File: config.mk
export PLATFORM = sky130hd
export DESIGN_NAME = uart_fifo
export DESIGN_NICKNAME = d
export VERILOG_FILES = /design/src/rtl/uart_fifo.sv
export SDC_FILE = /design/constraint.sdc
export NUM_CORES = 1
export LEC_CHECK = 0
export CAP_MARGIN = 20
export CORE_UTILIZATION = 36
export DETAILED_ROUTE_END_ITERATION = 8
export SETUP_SLACK_MARGIN = 0.05
export SYNTH_ARGS = -nofsm -noshare
export SYNTH_HDL_FRONTEND = slang
export SYNTH_SLANG_ARGS = --single-unit
File: constraint.sdc
create_clock -name raw_clk -period 3.08 [get_ports raw_clk]
set_input_delay 0.616 -clock raw_clk [delete_from_list [all_inputs] [get_ports raw_clk]]
set_output_delay 0.616 -clock raw_clk [all_outputs]
set_load 0.005 [all_outputs]
File: src/rtl/uart_fifo.sv
// uart_fifo: 8N1-style serial transmitter and receiver with a glitch-rejecting
// start detect, a first-word-fall-through receive FIFO and sticky error flags.
module uart_fifo #(
  parameter int unsigned CLKS_PER_BIT  = 1250,
  parameter int unsigned DATA_BITS     = 8,
  parameter int unsigned RX_FIFO_DEPTH = 4
) (
  input  logic                             raw_clk,
  input  logic                             reset_n,
  input  logic [DATA_BITS-1:0]             tx_data,
  input  logic                             tx_strobe,
  output logic                             tx_busy,
  output logic                             tx_pin,
  input  logic                             rx_pin,
  output logic [DATA_BITS-1:0]             rx_data,
  output logic                             rx_ready,
  input  logic                             rx_pop,
  output logic [$clog2(RX_FIFO_DEPTH):0]   rx_level,
  output logic                             rx_overrun,
  output logic                             rx_frame_error,
  input  logic                             error_clear
);

  localparam int unsigned CNT_W = $clog2(CLKS_PER_BIT);
  localparam int unsigned IDX_W = (DATA_BITS > 1) ? $clog2(DATA_BITS) : 1;
  localparam int unsigned PTR_W = $clog2(RX_FIFO_DEPTH);
  localparam int unsigned LVL_W = PTR_W + 1;

  localparam logic [CNT_W-1:0] BIT_LAST  = CNT_W'(CLKS_PER_BIT - 1);
  localparam logic [CNT_W-1:0] HALF_LAST = CNT_W'(CLKS_PER_BIT / 2 - 1);
  localparam logic [IDX_W-1:0] IDX_LAST  = IDX_W'(DATA_BITS - 1);
  localparam logic [LVL_W-1:0] LVL_FULL  = LVL_W'(RX_FIFO_DEPTH);

  typedef enum logic [1:0] {
    TX_IDLE,
    TX_START,
    TX_DATA,
    TX_STOP
  } tx_state_t;

  typedef enum logic [2:0] {
    RX_IDLE,
    RX_START,
    RX_DATA,
    RX_STOP,
    RX_WAIT_HIGH
  } rx_state_t;

  // ---------------------------------------------------------------- TX ----
  tx_state_t              tx_state_q, tx_state_n;
  logic [CNT_W-1:0]       tx_cnt_q, tx_cnt_n;
  logic [IDX_W-1:0]       tx_idx_q, tx_idx_n;
  logic [DATA_BITS-1:0]   tx_shift_q, tx_shift_n;
  logic                   tx_pin_n;
  logic                   tx_busy_n;

  // TX next state; a strobe in the final stop-bit cycle chains the next frame
  always_comb begin
    tx_state_n = tx_state_q;
    tx_cnt_n   = tx_cnt_q;
    tx_idx_n   = tx_idx_q;
    tx_shift_n = tx_shift_q;
    case (tx_state_q)
      TX_IDLE: begin
        if (tx_strobe) begin
          tx_state_n = TX_START;
          tx_cnt_n   = '0;
          tx_shift_n = tx_data;
        end
      end
      TX_START: begin
        if (tx_cnt_q == BIT_LAST) begin
          tx_state_n = TX_DATA;
          tx_cnt_n   = '0;
          tx_idx_n   = '0;
        end else begin
          tx_cnt_n = tx_cnt_q + CNT_W'(1);
        end
      end
      TX_DATA: begin
        if (tx_cnt_q == BIT_LAST) begin
          tx_cnt_n   = '0;
          tx_shift_n = tx_shift_q >> 1;
          if (tx_idx_q == IDX_LAST) begin
            tx_state_n = TX_STOP;
          end else begin
            tx_idx_n = tx_idx_q + IDX_W'(1);
          end
        end else begin
          tx_cnt_n = tx_cnt_q + CNT_W'(1);
        end
      end
      TX_STOP: begin
        if (tx_cnt_q == BIT_LAST) begin
          tx_cnt_n = '0;
          if (tx_strobe) begin
            tx_state_n = TX_START;
            tx_shift_n = tx_data;
          end else begin
            tx_state_n = TX_IDLE;
          end
        end else begin
          tx_cnt_n = tx_cnt_q + CNT_W'(1);
        end
      end
      default: begin
        tx_state_n = TX_IDLE;
      end
    endcase

    case (tx_state_n)
      TX_START: tx_pin_n = 1'b0;
      TX_DATA:  tx_pin_n = tx_shift_n[0];
      default:  tx_pin_n = 1'b1;
    endcase
    tx_busy_n = (tx_state_n != TX_IDLE);
  end

  // TX state and registered pin/busy outputs
  always_ff @(posedge raw_clk) begin
    if (!reset_n) begin
      tx_state_q <= TX_IDLE;
      tx_cnt_q   <= '0;
      tx_idx_q   <= '0;
      tx_shift_q <= '0;
      tx_pin     <= 1'b1;
      tx_busy    <= 1'b0;
    end else begin
      tx_state_q <= tx_state_n;
      tx_cnt_q   <= tx_cnt_n;
      tx_idx_q   <= tx_idx_n;
      tx_shift_q <= tx_shift_n;
      tx_pin     <= tx_pin_n;
      tx_busy    <= tx_busy_n;
    end
  end

  // ---------------------------------------------------------------- RX ----
  logic                   rx_meta, rx_sync;
  rx_state_t              rx_state_q, rx_state_n;
  logic [CNT_W-1:0]       rx_cnt_q, rx_cnt_n;
  logic [IDX_W-1:0]       rx_idx_q, rx_idx_n;
  logic [DATA_BITS-1:0]   rx_shift_q, rx_shift_n;
  logic                   rx_push_c;
  logic                   rx_ferr_c;

  // Two-flop synchroniser; resets to the idle-high line level
  always_ff @(posedge raw_clk) begin
    if (!reset_n) begin
      rx_meta <= 1'b1;
      rx_sync <= 1'b1;
    end else begin
      rx_meta <= rx_pin;
      rx_sync <= rx_meta;
    end
  end

  // RX next state: half-bit start check, then centre sampling of data and stop
  always_comb begin
    rx_state_n = rx_state_q;
    rx_cnt_n   = rx_cnt_q;
    rx_idx_n   = rx_idx_q;
    rx_shift_n = rx_shift_q;
    rx_push_c  = 1'b0;
    rx_ferr_c  = 1'b0;
    case (rx_state_q)
      RX_IDLE: begin
        if (!rx_sync) begin
          rx_state_n = RX_START;
          rx_cnt_n   = '0;
        end
      end
      RX_START: begin
        if (rx_cnt_q == HALF_LAST) begin
          rx_cnt_n = '0;
          rx_idx_n = '0;
          rx_state_n = rx_sync ? RX_IDLE : RX_DATA;
        end else begin
          rx_cnt_n = rx_cnt_q + CNT_W'(1);
        end
      end
      RX_DATA: begin
        if (rx_cnt_q == BIT_LAST) begin
          rx_cnt_n   = '0;
          rx_shift_n = {rx_sync, rx_shift_q[DATA_BITS-1:1]};
          if (rx_idx_q == IDX_LAST) begin
            rx_state_n = RX_STOP;
          end else begin
            rx_idx_n = rx_idx_q + IDX_W'(1);
          end
        end else begin
          rx_cnt_n = rx_cnt_q + CNT_W'(1);
        end
      end
      RX_STOP: begin
        if (rx_cnt_q == BIT_LAST) begin
          rx_cnt_n = '0;
          if (rx_sync) begin
            rx_push_c  = 1'b1;
            rx_state_n = RX_IDLE;
          end else begin
            rx_ferr_c  = 1'b1;
            rx_state_n = RX_WAIT_HIGH;
          end
        end else begin
          rx_cnt_n = rx_cnt_q + CNT_W'(1);
        end
      end
      RX_WAIT_HIGH: begin
        if (rx_sync) begin
          rx_state_n = RX_IDLE;
        end
      end
      default: begin
        rx_state_n = RX_IDLE;
      end
    endcase
  end

  // RX state register
  always_ff @(posedge raw_clk) begin
    if (!reset_n) begin
      rx_state_q <= RX_IDLE;
      rx_cnt_q   <= '0;
      rx_idx_q   <= '0;
      rx_shift_q <= '0;
    end else begin
      rx_state_q <= rx_state_n;
      rx_cnt_q   <= rx_cnt_n;
      rx_idx_q   <= rx_idx_n;
      rx_shift_q <= rx_shift_n;
    end
  end

  // -------------------------------------------------------------- FIFO ----
  logic [DATA_BITS-1:0]   fifo_mem [RX_FIFO_DEPTH];
  logic [PTR_W-1:0]       wr_ptr_q, rd_ptr_q;
  logic                   pop_ok_c, push_ok_c, ovr_set_c;

  // A pop in the same cycle frees the slot for a push into a full FIFO
  always_comb begin
    pop_ok_c  = rx_pop && (rx_level != '0);
    push_ok_c = rx_push_c && ((rx_level != LVL_FULL) || pop_ok_c);
    ovr_set_c = rx_push_c && !push_ok_c;
  end

  // Storage array, not reset; the head is only meaningful while rx_ready
  always_ff @(posedge raw_clk) begin
    if (push_ok_c) begin
      fifo_mem[wr_ptr_q] <= rx_shift_q;
    end
  end

  // Pointers, occupancy and sticky flags (set beats clear)
  always_ff @(posedge raw_clk) begin
    if (!reset_n) begin
      wr_ptr_q       <= '0;
      rd_ptr_q       <= '0;
      rx_level       <= '0;
      rx_overrun     <= 1'b0;
      rx_frame_error <= 1'b0;
    end else begin
      if (push_ok_c) begin
        wr_ptr_q <= wr_ptr_q + PTR_W'(1);
      end
      if (pop_ok_c) begin
        rd_ptr_q <= rd_ptr_q + PTR_W'(1);
      end
      case ({push_ok_c, pop_ok_c})
        2'b10:   rx_level <= rx_level + LVL_W'(1);
        2'b01:   rx_level <= rx_level - LVL_W'(1);
        default: rx_level <= rx_level;
      endcase
      if (ovr_set_c) begin
        rx_overrun <= 1'b1;
      end else if (error_clear) begin
        rx_overrun <= 1'b0;
      end
      if (rx_ferr_c) begin
        rx_frame_error <= 1'b1;
      end else if (error_clear) begin
        rx_frame_error <= 1'b0;
      end
    end
  end

  assign rx_data  = fifo_mem[rd_ptr_q];
  assign rx_ready = (rx_level != '0);

endmodule
==> impl_metrics.ini, run 1 <==
[timing]
slew_headroom = 0.507
final.setup_skew_ps = 6.79
finalMaxSlewViolations = 0
max_freq_mhz = 380
tightest_slew_ps = 735
timing.final.ws_setup_ps = 449
period_needed_ps = 2630
post-route-period-util = 0.854
hold_viol = 0
finalSetupViolCount = 0
rsz0062_at_grt = no
finalSetupTns_ps = 0
holdWs_ps = 409

[layout]
fillCellCount = 1095
antenna-diode-count = 0
layout-drive-gt1-share = 0.0984
post-route-util = 0.438
area_delta_synth_final_pct = 16.3
stdcell_count = 570
fin_nets = 450
final_common_cell = dfxtp_1
regArea_um2 = 2240
multi_input_area_um2 = 2040
final_cell_mix = 64 x dfxtp_1, 39 x nor2_1, 32 x edfxtp_1

[worst_setup_path]
crit_fanout = 8
cp_data_required_time_ps = 2460
cp.arrival_ps = 2010
startpoint_type = flip-flop
r2r-start = rx_state_q[0]$_SDFFE_PN0P_
r2r_slack_ps = 630
r2r.worst_path.cells = 7
r2r_end = rx_level[2]$_SDFFE_PN0P_
end_kind = primary output
endpoint = rx_data[5]
crit_type = flip-flop to primary output

[placement]
port_buffers = 29
place.gp.congestion = 0.787
place_ws_ps = 649
post-place-cells = 554
hpwlAfterDp_mm = 6.02

[route]
drt-initial-drc-count = 167
via_per_inst = 5.36
wl_per_cell_um = 15.1
first_pass_iters = 8
drtAntennaViolNets = 0
wl_mm = 8.58
via_count = 3058
drc = 4

[power_and_ir_drop]
p_int_uw = 1930
p_per_area_nw_per_um2 = 491
switchingPower_uw = 571
irDropWorstVdd_mv = 0.297
comb_power_share = 0.049
p_seq_frac = 0.531
p_clk_frac = 0.420
switching_share = 0.229
p_leak_uw = 0.00184

[global_routing]
grt_pass1_wl_mm = 14.8
grt_usage = 0.148
first_global_vias = 3012
grt_max_degree = 34
overflow = 0
antenna_found_initial = 0

[clock_network]
cts_buffers = 9
cts_setup_buffers = 0
cts_resized = 0
clockBufferDepth = 2
htree_levels = 3
cts_hold_buf = 0
clk_latency_ps = 340
root_buffer = clkbuf_16
cts.clk_slew.worst_paths_ps = 70
tritoncts = done
clkSinkCount = 96

[yosys]
netlist_instances = 396
syn_area_per_cell_um2 = 11.1
synthesis.area_um2 = 4380
seq_area_frac_synth = 0.512
yosys_most_used_dff = dfxtp_1
synthesis.nets = 424
synthDominantCellAreaShare = 0.292
synth_cell_types = 60
yosysWarnings = 0
synth_edf_count = 32
synth-async-reset-ratio = 0
synth_area_leader_cell = dfxtp_1
ys_ff_latch = 96
synth_area_leaders = dfxtp_1 29%, edfxtp_1 22%, mux4_2 4.1%

[outcome]
violations = DRC
status = finished, violations left

[hold_path]
hold_class = flip-flop to flip-flop

[die]
rows = 39
start_util = 0.377
die_area_um2 = 12600
die_w_um = 112
die_h_um = 112
fp.coreArea_um2 = 11600
io_pins = 30

[job]
maxCapViolations = 0
[final cells by class]
type                       instances  area share
tap                              143      0.0351
multi-input combinational        274       0.400
inverter                           8     0.00590
clock buffer                      10      0.0450
timing repair buffer              33      0.0629
clock inverter                     6      0.0103
sequential                        96       0.440
[sequential cells by signal, indices dropped and copies added (netlist names), named ones only]
signal and flops:
rx_state_q 3, rd_ptr_q 2, tx_idx_q 3, rx_meta 1
rx_sync 1, rx_frame_error 1, tx_shift_q 8, rx_overrun 1
fifo_mem 32, rx_idx_q 3, rx_shift_q 8, rx_level 3
tx_busy 1, tx_state_q 2, wr_ptr_q 2, tx_pin 1
rx_cnt_q 11, tx_cnt_q 11
[per-stage QoR]
step / area (µm²) / power [µW]
2_1_floorplan: 4380 / 1430
3_3_place_gp: 4810 / 1480
3_5_place_dp: 4810 / 1480
4_1_cts: 5090 / 2530
5_1_grt: 5090 / 2600
6_report: 5090 / 2500
[layer usage]
metal | vias to the layer above | GRT usage | part of all wire
li1 | 1540 | - | -
met1 | 1464 | 0.189 | 0.47
met2 | 45 | 0.243 | 0.47
met3 | 9 | 0.0410 | 0.038
met4 | 0 | 0.0516 | 0.013
met5 | - | 0 | 0
[worst max-delay path, stage by stage (launching register included)]
cell,delay [ps]
dfxtp_1,650
mux4_2,560
clkdlybuf4s50_1,460
[power groups by stage]
| stage | logic (µW) | registers (µW) | clock network, µW |
|---|---|---|---|
| floorplan | 81.2 | 1350 | 0 |
| global placement | 121 | 1360 | 0 |
| detailed placement | 122 | 1360 | 0 |
| CTS | 123 | 1330 | 1080 |
| global route | 135 | 1330 | 1130 |
| finish | 122 | 1330 | 1050 |
[Yosys cell counts (3+ instances only)]
cell	n
nand4bb_1	3
a22oi_1	3
and2_1	14
mux4_2	8
nor3b_1	4
xor2_1	6
or3_1	3
dfxtp_1	64
mux2i_1	16
nand2b_1	7
nor2_1	39
a41oi_1	4
nor4b_1	3
edfxtp_1	32
inv_1	8
a21oi_1	11
a311oi_1	6
o211a_1	4
nand2_1	23
nand4_1	5
and3_1	4
ha_1	13
a31oi_1	5
clkbuf_1	15
a221o_1	6
nand3_1	14
xnor2_1	6
nor3_1	13
o21ai_0	6
mux2_2	4
a211oi_1	8
[cell families (layout without fill, tap and decap cells)]
group	after synthesis	after routing	share of synthesized area
and+or+nand+nor	150	150	0.191
DFF	96	96	0.512
AOI/OAI and AO/OA	69	69	0.118
muxes	29	29	0.0914
buffers and inverters	26	57	0.0226
adders and majority gates	14	14	0.0417
xor gates and xnor gates	12	12	0.0240
[how the worst min path moves through the flow]
stage	from	end	slack, ps	depth (start not counted)
final	rx_meta$_SDFF_PN1_	rx_sync$_SDFF_PN1_	410	1
after detailed placement	rx_meta$_SDFF_PN1_	rx_sync$_SDFF_PN1_	400	1
after global placement	rx_meta$_SDFF_PN1_	rx_sync$_SDFF_PN1_	390	1
after floorplan	rx_meta$_SDFF_PN1_	rx_sync$_SDFF_PN1_	390	1
after global routing	rx_meta$_SDFF_PN1_	rx_sync$_SDFF_PN1_	450	1
after CTS	rx_meta$_SDFF_PN1_	rx_sync$_SDFF_PN1_	420	1
(Power assumes the default switching activity.)
==> inputs of run 2 (changes only) <==
--- a/constraint.sdc
+++ b/constraint.sdc
@@ -3,2 +3,2 @@
 set_output_delay 0.616 -clock raw_clk [all_outputs]
-set_load 0.005 [all_outputs]
+set_load 0.1 [all_outputs]
==> run 2 against run 1 <==
Against the previous run:
- the run still ends with DRC left
- critical path depth grew 5
- hold slack lost 1.4 ps
- first-iteration DRC count grew 12%
==> impl_metrics.ini, run 2 (same netlist as run 1, synthesis figures left out) <==
[outcome]
status = finished, violations left
violations = DRC

[route]
wl_mm = 8.43
drt-initial-drc-count = 187
via_count = 3053
first_pass_iters = 6
wl_per_cell_um = 14.8
via_per_inst = 5.36
drc = 4
drtAntennaViolNets = 0

[layout]
area_delta_synth_final_pct = 15.6
largest_registers = fifo_mem (32), rx_cnt_q (11), tx_cnt_q (11)
largest_reg_flops = 32
fin_nets = 450
final_cell_mix = 64 x dfxtp_1, 39 x nor2_1, 32 x edfxtp_1
final_common_cell = dfxtp_1
layout-drive-gt1-share = 0.138
post-route-util = 0.436
design_area_um2 = 5060
antenna-diode-count = 0
regMostFlops = fifo_mem

[clock_network]
root_buffer = clkbuf_16
clockBufferDepth = 2
htree_levels = 3
cts_resized = 0
clkSinkCount = 96
cts_hold_buf = 0
cts.clk_slew.worst_paths_ps = 70
cts_buffers = 9
clk_latency_ps = 340
cts_setup_buffers = 0
tritoncts = done

[power_and_ir_drop]
p_leak_uw = 0.00187
irDropWorstVdd_mv = 0.271
p_per_area_nw_per_um2 = 505

[timing]
hold_viol = 0
post-route-period-util = 0.794
tightest_slew_ps = 859
final.setup_skew_ps = 6.57
slew_headroom = 0.425
max_freq_mhz = 409
finalSetupViolCount = 0
holdWs_ps = 408
finalMaxSlewViolations = 0
finalSetupTns_ps = 0
rsz0062_at_grt = no
period_needed_ps = 2450

[placement]
port_buffers = 29
hpwlAfterDp_mm = 6.06
place.gp.congestion = 0.791
placed_area_um2 = 4770

[worst_setup_path]
path_delay_family = simple AND/OR/NAND/NOR gates
cpPeakStageDelay_ps = 550
cp_slowest_cell = or4b_4
crit_type = flip-flop to flip-flop
critPathBufInv = 0
startpoint_type = flip-flop
end_kind = flip-flop
cp_data_required_time_ps = 3300
path_cells = or4b_4 -> nor4_4 -> nor2_1 -> fa_1 -> nor3_1 -> a31oi_1 -> mux2i_1
cp.arrival_ps = 2670
crit_fanout = 10

[die]
die_w_um = 112
io_pins = 30
fp.coreArea_um2 = 11600
start_util = 0.377
die_area_um2 = 12600
die_h_um = 112
rows = 39

[global_routing]
grt_max_degree = 22
grt_usage = 0.139
overflow = 0
antenna_found_initial = 0
grt_pass1_wl_mm = 13.9
first_global_vias = 2864

[job]
maxCapViolations = 0

[hold_path]
hold_class = flip-flop to flip-flop
==> run 2: changes by cell type in the layout (fill, tap and decap cells not counted), sizes merged <==
| cell | previous run | this run |
|---|---|---|
| clkdlybuf4s50 | 29 | 13 |
| buf | 4 | 20 |
| inv | 11 | 13 |
| clkinvlp | 2 | 0 |
==> run 2: per-stage QoR <==
stage / instances / power, µW / setup slack, ps
floorplan: 396 / 1450 / 224
global placement: 554 / 1490 / 659
detailed placement: 554 / 1490 / 630
CTS: 570 / 2590 / 586
global route: 570 / 2640 / 450
finish: 570 / 2560 / 633
==> run 2: worst reg2reg max path, delay by kind of cell, from the launching register on <==
family          cells  cell delay [ps]
simple gates        4             1240
flops               1              490
fa+ha+maj           1              400
mux                 1              140
compound gates      1               70
==> run 2: per-layer routing <==
layer / vias to the layer above / global-route usage / routed length, µm
met1: 1465 / 0.169 / 3920
met5: - / 0 / 0
met4: 0 / 0.0533 / 121
met3: 11 / 0.0394 / 303
li1: 1535 / - / -
met2: 42 / 0.235 / 4080
==> run 2: area by class of cell <==
class | count | area [µm²]
Fill cell | 1083 | 6550
Sequential cell | 96 | 2240
Multi-Input combinational cell | 274 | 2040
Clock inverter | 6 | 55.1
Tap cell | 143 | 179
Inverter | 8 | 30.0
Clock buffer | 10 | 239
Timing Repair Buffer | 33 | 280
==> run 2: worst paths after layout <==
check | startpoint | endpoint | slack, ps | cells after the start
worst min-delay path | rx_meta$_SDFF_PN1_ | rx_sync$_SDFF_PN1_ | 410 | 1
worst min register to register | rx_meta$_SDFF_PN1_ | rx_sync$_SDFF_PN1_ | 410 | 1
worst max-delay path | rx_state_q[0]$_SDFFE_PN0P_ | rx_level[2]$_SDFFE_PN0P_ | 630 | 7
worst max register to register | rx_state_q[0]$_SDFFE_PN0P_ | rx_level[2]$_SDFFE_PN0P_ | 630 | 7
==> run 2: where the power goes <==
| part | switching (µW) | internal (µW) |
|---|---|---|
| combinational | 82.6 | 54.3 |
| sequential | 14.8 | 1310 |
| clock | 504 | 589 |
